--- src/rtl/led_fader.sv ---
// Multi-channel LED fader: per-channel linear ramp of brightness toward an on/off target,
// rendered as PWM. Define LED_FADER_GAMMA_EN for square-law (perceptual) dimming.
module led_fader #(
    parameter int unsigned CH        = 5,
    parameter int unsigned PWM_BITS  = 8,
    parameter int unsigned STEP_LOG2 = 16
) (
    input  logic          clk,
    input  logic          rst,
    input  logic [CH-1:0] led_in,
    output logic [CH-1:0] led_out,
    output logic          busy
);

    localparam logic [PWM_BITS-1:0] MaxBright = '1;
    localparam logic [PWM_BITS-1:0] MinBright = '0;

    typedef enum logic [1:0] {StOff, StRise, StOn, StFall} state_e;

    logic [CH-1:0]        tgt_q;
    logic [STEP_LOG2-1:0] presc_q, presc_d;
    logic [PWM_BITS-1:0]  pwm_cnt_q, pwm_cnt_d;
    logic [PWM_BITS-1:0]  bright_q [CH];
    logic [PWM_BITS-1:0]  bright_d [CH];
    state_e               state_q  [CH];
    state_e               state_d  [CH];
    logic [PWM_BITS-1:0]  level    [CH];
    logic [CH-1:0]        led_out_q, led_out_d;
    logic                 busy_q, busy_d;
    logic                 tick;

    assign tick = &presc_q;

`ifdef LED_FADER_GAMMA_EN
    function automatic logic [PWM_BITS-1:0] gamma(input logic [PWM_BITS-1:0] b);
        logic [2*PWM_BITS-1:0] sq;
        sq = (2*PWM_BITS)'(b) * (2*PWM_BITS)'(b);
        return PWM_BITS'(sq >> PWM_BITS);
    endfunction

    always_comb begin
        for (int i = 0; i < CH; i++) begin
            level[i] = gamma(bright_q[i]);
        end
    end
`else
    always_comb begin
        for (int i = 0; i < CH; i++) begin
            level[i] = bright_q[i];
        end
    end
`endif

    always_comb begin
        presc_d   = presc_q + 1'b1;
        pwm_cnt_d = pwm_cnt_q + 1'b1;
        busy_d    = 1'b0;
        led_out_d = '0;
        for (int i = 0; i < CH; i++) begin
            bright_d[i] = bright_q[i];
            state_d[i]  = state_q[i];

            if (state_q[i] == StRise || state_q[i] == StFall) begin
                busy_d = 1'b1;
            end

            if (bright_q[i] == MaxBright) begin
                led_out_d[i] = 1'b1;
            end else if (bright_q[i] == MinBright) begin
                led_out_d[i] = 1'b0;
            end else begin
                led_out_d[i] = (pwm_cnt_q < level[i]);
            end

            case (state_q[i])
                StOff: if (tgt_q[i]) state_d[i] = StRise;
                StOn:  if (!tgt_q[i]) state_d[i] = StFall;
                StRise, StFall: begin
                    // Direction always follows the current target, so a reversal takes
                    // effect on the very tick it coincides with.
                    if (tgt_q[i]) begin
                        state_d[i] = StRise;
                        if (tick) begin
                            if (bright_q[i] != MaxBright) bright_d[i] = bright_q[i] + 1'b1;
                            if (bright_q[i] >= MaxBright - 1'b1) state_d[i] = StOn;
                        end
                    end else begin
                        state_d[i] = StFall;
                        if (tick) begin
                            if (bright_q[i] != MinBright) bright_d[i] = bright_q[i] - 1'b1;
                            if (bright_q[i] <= MinBright + 1'b1) state_d[i] = StOff;
                        end
                    end
                end
                default: state_d[i] = StOff;
            endcase
        end
    end

    always_ff @(posedge clk or posedge rst) begin
        if (rst) begin
            tgt_q     <= '0;
            presc_q   <= '0;
            pwm_cnt_q <= '0;
            led_out_q <= '0;
            busy_q    <= 1'b0;
            for (int i = 0; i < CH; i++) begin
                bright_q[i] <= '0;
                state_q[i]  <= StOff;
            end
        end else begin
            tgt_q     <= led_in;
            presc_q   <= presc_d;
            pwm_cnt_q <= pwm_cnt_d;
            led_out_q <= led_out_d;
            busy_q    <= busy_d;
            for (int i = 0; i < CH; i++) begin
                bright_q[i] <= bright_d[i];
                state_q[i]  <= state_d[i];
            end
        end
    end

    assign led_out = led_out_q;
    assign busy    = busy_q;

endmodule

--- config.mk ---
export PLATFORM = sky130hd
export DESIGN_NAME = led_fader
export DESIGN_NICKNAME = d
export VERILOG_FILES = /design/src/rtl/led_fader.sv
export SDC_FILE = /design/constraint.sdc
export NUM_CORES = 1
export LEC_CHECK = 0
export ABC_AREA = 1
export BUFFER_PORTS_ARGS = -buffer_cell sky130_fd_sc_hd__buf_2
export CORE_UTILIZATION = 38
export DETAILED_ROUTE_END_ITERATION = 10
export GPL_TIMING_DRIVEN = 0
export PLACE_DENSITY = 0.63
export SYNTH_ARGS = -nofsm -noshare
export SYNTH_HDL_FRONTEND = slang
export SYNTH_SLANG_ARGS = --single-unit
--- constraint.sdc ---
create_clock -name clk -period 3.67 [get_ports clk]
set_clock_uncertainty 0.05 [all_clocks]
set_input_delay 0.734 -clock clk [delete_from_list [all_inputs] [get_ports clk]]
set_output_delay 0.734 -clock clk [all_outputs]
set_load 0.02 [all_outputs]
==> metrics.cfg, run 1 <==
[run_status]
status=finished clean

[synthesis]
ys_types=34
synth_seq_cells=85
yosysSeqAreaShare_pct=33.2
netlist_top_cells_count=nand2_1 (245), inv_1 (98), nor2_1 (86), dfrtp_1 (85), ha_1 (62)
synth_area_sq_mm=0.00642
synth_cells=864
ys_async_sr_fraction_pct=100
yosysMostFrequentCell=nand2_1
syn_avg_cell_area_sq_um=7.43
synth_area_leaders=dfrtp_1 (33%), nand2_1 (14%), ha_1 (12%)
synth_ff_type=dfrtp_1
synth-edff-count=0
synth_warnings=0
synth_top_area_share_pct=33.2
syn_nets=933
synth_top_area_cell=dfrtp_1

[worst_setup_path]
worstSetupEndpointType=flop
arrival_ps=2230
worst_path_most_repeated_cell=nand2_1
rrSetupSlack_ps=1690
crit_chain=inv_1 > ha_1 > nand2_1 > nor2_1 > nand2_1 > nand4_1 > nor2_4 > nand2_1 > nand2_1
critical_path_class=flop to flop
critPathSlowestCell=dfrtp_1
cp_top_family=simple AND/OR/NAND/NOR gates
critPathBufInv=1
max_stage_delay_ps=420
required_ps=3920
cp-start-kind=flop
cp_max_fo=9

[floorplan]
rows=47
ioPinCount=13
die_area_sq_mm=0.0174
die_h_um=132
die_w_um=132
coreArea_sq_mm=0.0165
initial_core_util_pct=38.8

[hold_path]
min_path_type=input pin to asynchronous set/reset pin

[clock_tree]
cts_inserted_buffers=9
cts_sinks=85
cts.hold.buffers_added=0
cts_max_path_buffers=2
clock_latency_ps=360
htreeDepth=3
cts_setup_buffers=0
cts_tree=built
path_clk_slew_ps=70
root_buffer=clkbuf_16
cts_resized=0

[global_route]
grt_max_degree=55
grt.overflow.total=0
grtUsageTotal_pct=17.1
grt_pass1_wl_mm=24.1
antenna_found_initial=0
grt_pass1_vias=5070

[pwr]
pwr-share-comb_pct=5.8
p_sw_share_pct=24.9
ir_worst_vdd_mv=0.220
switching_power_w=0.000543
clockPowerShare_pct=48.0
seqPwrFrac_pct=46.2
p_int_w=0.00163
power_density_mw_per_mm2=306
p_leak_nw=3.65

[placed_design]
place_ws_ps=1730
port_buffers=12
routabilityCongestion=0.864
dpl.hpwl_mm=10.2

[detailed_routing]
post_drt_wl_per_cell_um=12.6
vias_per_cell=4.85
detail_route.wirelength_mm=14.0
first_pass_iters=5
drc=0
first_iter_violations=273
ant_nets=0
vias=5394

[sta]
setup_viol=0
hold_violations=0
setup_ws_ps=1690
slew_headroom_pct=67.7
fin_crit_sh_pct=53.9
whs_ps=331
min_period_ps=1980
tightest_slew_ps=483
setup_tns_ps=0
rsz0062_at_grt=false
fmax_ghz=0.505
drv_slew=0

[cells_and_area]
drive_above_1_share_pct=8.17
final_nets=957
synthToLayoutAreaGrowth_pct=10.9
fin_util_pct=43.1
num_antenna_cells=0

[job]
max_cap_violations=0

[power by group through the flow]
stage / clock network, W / registers [W] / logic, W
after global routing: 0.00110 / 0.00101 / 0.000152
final: 0.00105 / 0.00101 / 0.000126
after global placement: 0 / 0.00102 / 0.000123
after detailed placement: 0 / 0.00102 / 0.000130
after floorplan: 0 / 0.00101 / 0.0000960
after CTS: 0.00108 / 0.00100 / 0.000130
[metrics by stage]
stage,instances,power (W),instance area (sq um)
6_report,1113,0.00218,7110
4_1_cts,1113,0.00221,7110
2_1_floorplan,864,0.00111,6420
3_3_place_gp,1096,0.00114,6750
5_1_grt,1113,0.00227,7110
3_5_place_dp,1097,0.00115,6780
[path summary, 6_finish.rpt]
| kind | startpoint | to | cells past startpoint |
|---|---|---|---|
| worst max-delay path | bright_q[0] | bright_q[7] | 9 |
| worst min-delay path | rst | tgt_q[0] | 2 |
| worst max register to register | bright_q[0] | bright_q[7] | 9 |
| worst min register to register | presc_q[0] | presc_q[0] | 1 |
| max in group asynchronous | rst | bright_q[19] | 3 |
| min in group clk | presc_q[0] | presc_q[0] | 1 |
[cell type report]
type,count,area [sq um]
timing repair buffer,13,87.6
inverter,100,378
clock inverter,6,93.8
multi-input combinational,660,3800
buffer,19,110
clock buffer,10,239
tap,220,275
sequential,85,2130
fill,1649,9410
[flip-flops by register name (all words and copies together) (netlist names), named ones only]
name and count:
led_out 5, bright_q 40, state_q 5, busy 1, tgt_q 5, pwm_cnt_q 8
presc_q 16
[placed cells by master (no fill, tap or decap), types with 2 or more instances in the layout]
| cell | Yosys | routed |
|---|---|---|
| o21ai_1 | 8 | 8 |
| nor2_2 | 3 | 3 |
| nand3_1 | 48 | 48 |
| dfrtp_1 | 85 | 85 |
| o221ai_1 | 3 | 3 |
| ha_1 | 62 | 62 |
| buf_6 | 2 | 2 |
| bufinv_16 | 0 | 2 |
| nor2_4 | 5 | 5 |
| nand2_2 | 8 | 8 |
| buf_4 | 4 | 4 |
| o21ai_0 | 58 | 58 |
| inv_1 | 98 | 97 |
| nor2_1 | 86 | 86 |
| buf_2 | 7 | 19 |
| nand4_1 | 13 | 13 |
| nand3_2 | 2 | 2 |
| xnor2_1 | 13 | 13 |
| clkinv_4 | 0 | 2 |
| nor3_1 | 9 | 9 |
| xor2_1 | 54 | 54 |
| a21oi_1 | 28 | 28 |
| nor2_8 | 2 | 2 |
| nand2_1 | 245 | 245 |
| clkbuf_1 | 6 | 6 |
| nand3_4 | 4 | 4 |
| clkbuf_16 | 0 | 9 |
| inv_2 | 2 | 2 |
[logic make-up after synthesis]
family          after synthesis  synth area share, %
simple gates                431                 30.0
buf+inv                     119                 7.57
compound gates              100                 8.07
flops                        85                 33.2
xor+xnor                     67                 9.15
fa+ha+maj                    62                 12.1
[metal layers]
metal	track usage [%]	wire length (um)	vias up
li1	-	-	2792
met1	22.3	6860	2523
met2	28.6	6510	59
met3	3.19	349	20
met4	5.68	257	0
met5	0	0	-
(Power assumes the default switching activity.)
==> run 2, diff against run 1 <==
PLACE_DENSITY = 0.65   (was 0.63)
clock period = 1.7 ns   (was 3.67 ns; I/O delays follow)
==> run 2 against run 1 <==
Combinational power increased by 120%. First-iteration DRC count increased by 2.9%. Sequential power increased by 120%. Final cell count increased by 3.1%. Via count increased by 2.7%. Global-route usage increased by 0.75 points. Fmax increased by 21%. Critical path type unchanged. Critical endpoint is now state_q[6]. Highest routed layer unchanged.
==> metrics.cfg, run 2 (synthesis results as in run 1) <==
[run_status]
status=finished clean  ; unchanged

[sta]
hold_violations=0  ; unchanged
min_period_ps=1640  ; was 1980 ps
setup_ws_ps=57.3  ; was 1690 ps
whs_ps=38.2  ; was 331 ps
slew_headroom_pct=67.8  ; was 67.7%
drv_slew=0  ; unchanged
setup_viol=0  ; unchanged
fin_crit_sh_pct=96.6  ; was 53.9%
rsz0062_at_grt=true  ; was false
tightest_slew_ps=482  ; was 483 ps
fmax_ghz=0.609  ; was 0.505 GHz

[floorplan]
die_w_um=132  ; unchanged
coreArea_sq_mm=0.0165  ; unchanged
die_h_um=132  ; unchanged
die_area_sq_mm=0.0174  ; unchanged
initial_core_util_pct=38.8  ; unchanged
ioPinCount=13  ; unchanged
rows=47  ; unchanged

[detailed_routing]
post_drt_wl_per_cell_um=12.7  ; was 12.6 um
ant_nets=0  ; unchanged
detail_route.wirelength_mm=14.6  ; was 14.0 mm
vias_per_cell=4.82  ; was 4.85
vias=5539  ; was 5394
drc=0  ; unchanged
first_iter_violations=281  ; was 273
first_pass_iters=7  ; was 5

[worst_setup_path]
crit_start=presc_q[0]  ; was bright_q[0]
cp-start-kind=flop  ; unchanged
required_ps=1900  ; was 3920 ps
arrival_ps=1850  ; was 2230 ps
critical_path_class=flop to flop  ; unchanged
worstSetupEndpointType=flop  ; unchanged
reg2reg_from=presc_q[0]  ; was bright_q[0]
cp_max_fo=5  ; was 9

[placed_design]
dp_cells=1098  ; was 1097
place_ws_ps=-229  ; was 1730 ps
dpl.hpwl_mm=10.2  ; about the same
port_buffers=12  ; unchanged
routabilityCongestion=0.854  ; was 0.864

[cells_and_area]
synthToLayoutAreaGrowth_pct=18.2  ; was 10.9%
drive_above_1_share_pct=18.2  ; was 8.17%
largest_reg_flops=40  ; unchanged
most-common-layout-cells=nand2_1 (235), inv_1 (83), nor2_1 (78)  ; was nand2_1 (245), inv_1 (97), nor2_1 (86)
final_nets=992  ; was 957
layout_commonest_cell=nand2_1  ; unchanged
top_register=bright_q  ; unchanged
final_cells=1148  ; was 1113
num_antenna_cells=0  ; unchanged
reg.largest.list=bright_q x40, presc_q x16, pwm_cnt_q x8  ; unchanged

[clock_tree]
root_buffer=clkbuf_16  ; unchanged
clock_latency_ps=360  ; about the same
cts_inserted_buffers=9  ; unchanged
path_clk_slew_ps=70  ; about the same
cts_tree=built  ; unchanged
cts_max_path_buffers=2  ; unchanged
htreeDepth=3  ; unchanged
cts_sinks=85  ; unchanged

[pwr]
power_w=0.00437  ; was 0.00218 W
p_leak_nw=3.79  ; was 3.65 nW
power_density_mw_per_mm2=577  ; was 306 mW/mm^2
ir_worst_vdd_mv=0.489  ; was 0.220 mV

[job]
max_cap_violations=0  ; unchanged

[hold_path]
min_path_type=input pin to flop  ; was input pin to asynchronous set/reset pin
hp-start=led_in[1]

[global_route]
grt_pass1_vias=5311  ; was 5070
grt_pass1_wl_mm=25.1  ; was 24.1 mm
grtUsageTotal_pct=17.9  ; was 17.1%
grt.overflow.total=0  ; unchanged
antenna_found_initial=0  ; unchanged
grt_max_degree=38  ; was 55

-- run 2: routing by layer --
metal	GRT usage [%]	share of wire [%]
met2	29.8	47
met4	6.07	2.1
met3	4.11	4.4
met1	22.8	47
met5	0	0
-- run 2: final cells by class --
type	instances	area (sq um)
plain buffers	17	104
clock inverters	7	56.3
clock buffers	9	225
fillers	1609	8940
well taps	220	275
repair buffers	49	405
inverters	100	384
flip-flops and latches	85	2140
multi-input cells	661	3990
-- run 2: worst paths after layout --
check	endpoint	slack, ps	cells after the start
max in group asynchronous	bright_q[33]	530	4
min	tgt_q[1]	40	1
max reg2reg	state_q[6]	60	11
min reg2reg	presc_q[13]	440	1
min in group asynchronous	bright_q[39]	520	3
max	state_q[6]	60	11
-- run 2: repair_timing --
item	4_1_cts	5_1_grt
cloned	2	0
setup buffers	11	22
setup endpoints to repair	51	54
hold buffers	1	0
hold endpoints to repair	18	0
gates resized for setup	27	59
pin swaps	6	15
-- run 2: where the power goes --
group | leakage [nW] | switching (W) | total, W | internal (W)
registers | 1.10 | 0.0000818 | 0.00218 | 0.00210
logic | 2.56 | 0.000177 | 0.000276 | 0.0000986
clock network | 0.137 | 0.000909 | 0.00192 | 0.00101
-- run 2: stage by stage --
stage	utilization (%)	TNS, ps	area, sq um
2_1_floorplan	-	0	6420
3_3_place_gp	40.9	-32510	6760
3_5_place_dp	41.1	-3980	6800
4_1_cts	44.2	0	7300
5_1_grt	45.9	-364	7580
6_report	45.9	0	7580
-- run 2: worst max-delay path: stages (launching register included) --
cell	delay (ps)
dfrtp_1	400
ha_4	160
nand3_4	90
inv_2	80
nand3_4	110
nor2_4	160
buf_6	180
nand2_1	70
nand2_1	60
nand3_1	80
nand2_1	60
inv_1	30
==> run 3, diff against run 2 <==
CORE_UTILIZATION = 42   (was 38)
PLACE_DENSITY = 0.69   (was 0.65)
==> run 3 against run 2 <==
The flow now finishes with violations (DRC). Cell area rose by 0.18%. Final cell count fell by 3.0%. Flip-flop and latch count did not move. Wire length rose by 0.56%. Worst hold slack improved by 2.3 ps. Sequential power barely moved.
==> metrics.cfg, run 3 (synthesis results as in run 1) <==
[detailed_routing]
vias_per_cell=5.03  ; was 4.82
ant_nets=0  ; unchanged
first_iter_violations=313  ; was 281
vias=5607  ; was 5539
post_drt_wl_per_cell_um=13.2  ; was 12.7 um
first_pass_iters=8  ; was 7
detail_route.wirelength_mm=14.7  ; was 14.6 mm
drc=1  ; was 0

[cells_and_area]
num_antenna_cells=0  ; unchanged
top_register=bright_q  ; unchanged
multiInputGateArea_sq_mm=0.00403  ; was 0.00399 sq mm
reg.largest.list=bright_q x40, presc_q x16, pwm_cnt_q x8  ; unchanged
largest_reg_flops=40  ; unchanged
layout_commonest_cell=nand2_1  ; unchanged
most-common-layout-cells=nand2_1 (226), inv_1 (84), nor2_1 (78)  ; was nand2_1 (235), inv_1 (83), nor2_1 (78)
final-seq-area_sq_mm=0.00214  ; about the same
nFillCells=1390  ; was 1609
fin_area_sq_mm=0.00760  ; was 0.00758 sq mm
synthToLayoutAreaGrowth_pct=18.4  ; was 18.2%
final_nets=995  ; was 992
drive_above_1_share_pct=19.6  ; was 18.2%

[sta]
drv_slew=0  ; unchanged
tightest_slew_ps=479  ; was 482 ps
fin_crit_sh_pct=99.2  ; was 96.6%
hold_violations=0  ; unchanged
setup_viol=0  ; unchanged
rsz0062_at_grt=true  ; unchanged
slew_headroom_pct=68.0  ; was 67.8%
whs_ps=40.5  ; was 38.2 ps
setup_ws_ps=14.3  ; was 57.3 ps
min_period_ps=1690  ; was 1640 ps
fmax_ghz=0.593  ; was 0.609 GHz

[worst_setup_path]
cp_top_family=simple AND/OR/NAND/NOR gates  ; unchanged
critPathSlowestCell=dfrtp_1  ; unchanged
cp-start-kind=flop  ; unchanged
critPathBufInv=1  ; was 3
arrival_ps=1920  ; was 1850 ps
cp_max_fo=10  ; was 5
rrSetupSlack_ps=10  ; was 60 ps
max_stage_delay_ps=400  ; about the same
crit_chain=ha_4 > nand3_4 > nor2_4 > nand3_4 > buf_8 > nor2_4 > nand2_1 > nand2_1  ; was ha_4 > nand3_4 > inv_2 > nand3_4 > nor2_4 > buf_6 > nand2_1 > nand2_1 > nand3_1 > nand2_1 > inv_1
required_ps=1930  ; was 1900 ps
cp.depth=8  ; was 11
critical_path_class=flop to flop  ; unchanged
rr_worst_depth=8  ; was 11
worstSetupEndpointType=flop  ; unchanged

[clock_tree]
root_buffer=clkbuf_16  ; unchanged
cts_max_path_buffers=2  ; unchanged
cts_tree=built  ; unchanged
clock_latency_ps=350  ; was 360 ps
path_clk_slew_ps=70  ; about the same
htreeDepth=3  ; unchanged
cts_inserted_buffers=9  ; unchanged
cts_sinks=85  ; unchanged

[run_status]
violations=DRC
status=complete, but fails checks  ; was finished clean

[hold_path]
min_path_type=input pin to flop  ; unchanged
holdPathStages=1  ; unchanged

[placed_design]
dpl.hpwl_mm=10.0  ; was 10.2 mm
routabilityCongestion=0.876  ; was 0.854
port_buffers=12  ; unchanged
place_ws_ps=-258  ; was -229 ps
place_area_sq_mm=0.00675  ; was 0.00680 sq mm

[floorplan]
rows=44  ; was 47
die_area_sq_mm=0.0158  ; was 0.0174 sq mm
die_w_um=126  ; was 132 um
coreArea_sq_mm=0.0147  ; was 0.0165 sq mm
die_h_um=126  ; was 132 um
initial_core_util_pct=43.6  ; was 38.8%
ioPinCount=13  ; unchanged

[global_route]
grt_max_degree=36  ; was 38
grt.overflow.total=0  ; unchanged
grt_pass1_vias=5013  ; was 5311
antenna_found_initial=0  ; unchanged
grt_pass1_wl_mm=24.1  ; was 25.1 mm
grtUsageTotal_pct=19.0  ; was 17.9%

[job]
max_cap_violations=0  ; unchanged

[pwr]
p_leak_nw=3.85  ; was 3.79 nW
power_density_mw_per_mm2=591  ; was 577 mW/mm^2
ir_worst_vdd_mv=0.452  ; was 0.489 mV

==> run 3: per-stage QoR <==
| stage | setup TNS (ps) | power, W | instances | util, % |
|---|---|---|---|---|
| 2_1_floorplan | 0 | 0.00239 | 864 | - |
| 3_3_place_gp | -28900 | 0.00247 | 1060 | 45.7 |
| 3_5_place_dp | -4070 | 0.00249 | 1062 | 45.9 |
| 4_1_cts | 0 | 0.00453 | 1085 | 48.6 |
| 5_1_grt | -1520 | 0.00467 | 1114 | 51.7 |
| 6_report | 0 | 0.00449 | 1114 | 51.7 |
==> run 3: layer usage <==
metal	track usage (%)	routed length, um	part of all wire [%]
met1	24.9	6940	47
met2	31.6	6990	48
met3	2.95	480	3.3
met4	6.81	244	1.7
met5	0	0	0
==> run 3: power breakdown <==
part           switching, W  total, W  internal, W  leakage, nW
clock              0.000842   0.00202      0.00118        0.149
sequential        0.0000845   0.00218      0.00210         1.10
combinational      0.000185  0.000291     0.000106         2.60
total               0.00111   0.00449      0.00338         3.85
==> run 3: what timing repair did <==
item	CTS	global route
cloned	2	1
endpoints found under the setup margin	51	52
pin swaps	7	27
hold buffers	1	0
setup buffers	5	30
endpoints found under the hold margin	18	0
gates resized for setup	14	83
==> run 3: cell type report <==
| cell class | instances | share of cell area (%) |
|---|---|---|
| Clock inverter | 5 | 0.758 |
| Sequential cell | 85 | 28.2 |
| Tap cell | 184 | 3.03 |
| Timing Repair Buffer | 51 | 5.32 |
| Inverter | 100 | 5.06 |
| Buffer | 17 | 1.43 |
| Multi-Input combinational cell | 662 | 53.1 |
| Clock buffer | 10 | 3.15 |
==> run 3: worst paths after layout <==
path / to / startpoint
max in group asynchronous: bright_q[9] / rst
min in group asynchronous: bright_q[37] / rst
hold / removal: tgt_q[3] / led_in[3]
setup / recovery: bright_q[5] / presc_q[0]
hold reg to reg: presc_q[15] / presc_q[15]
setup reg to reg: bright_q[5] / presc_q[0]
==> run 3: worst register-to-register path: stages, from the launching register on <==
cell and delay (ps):
dfrtp_1 400, ha_4 170, nand3_4 90, nor2_4 160, nand3_4 180, buf_8 200, nor2_4 220, nand2_1 80
nand2_1 70
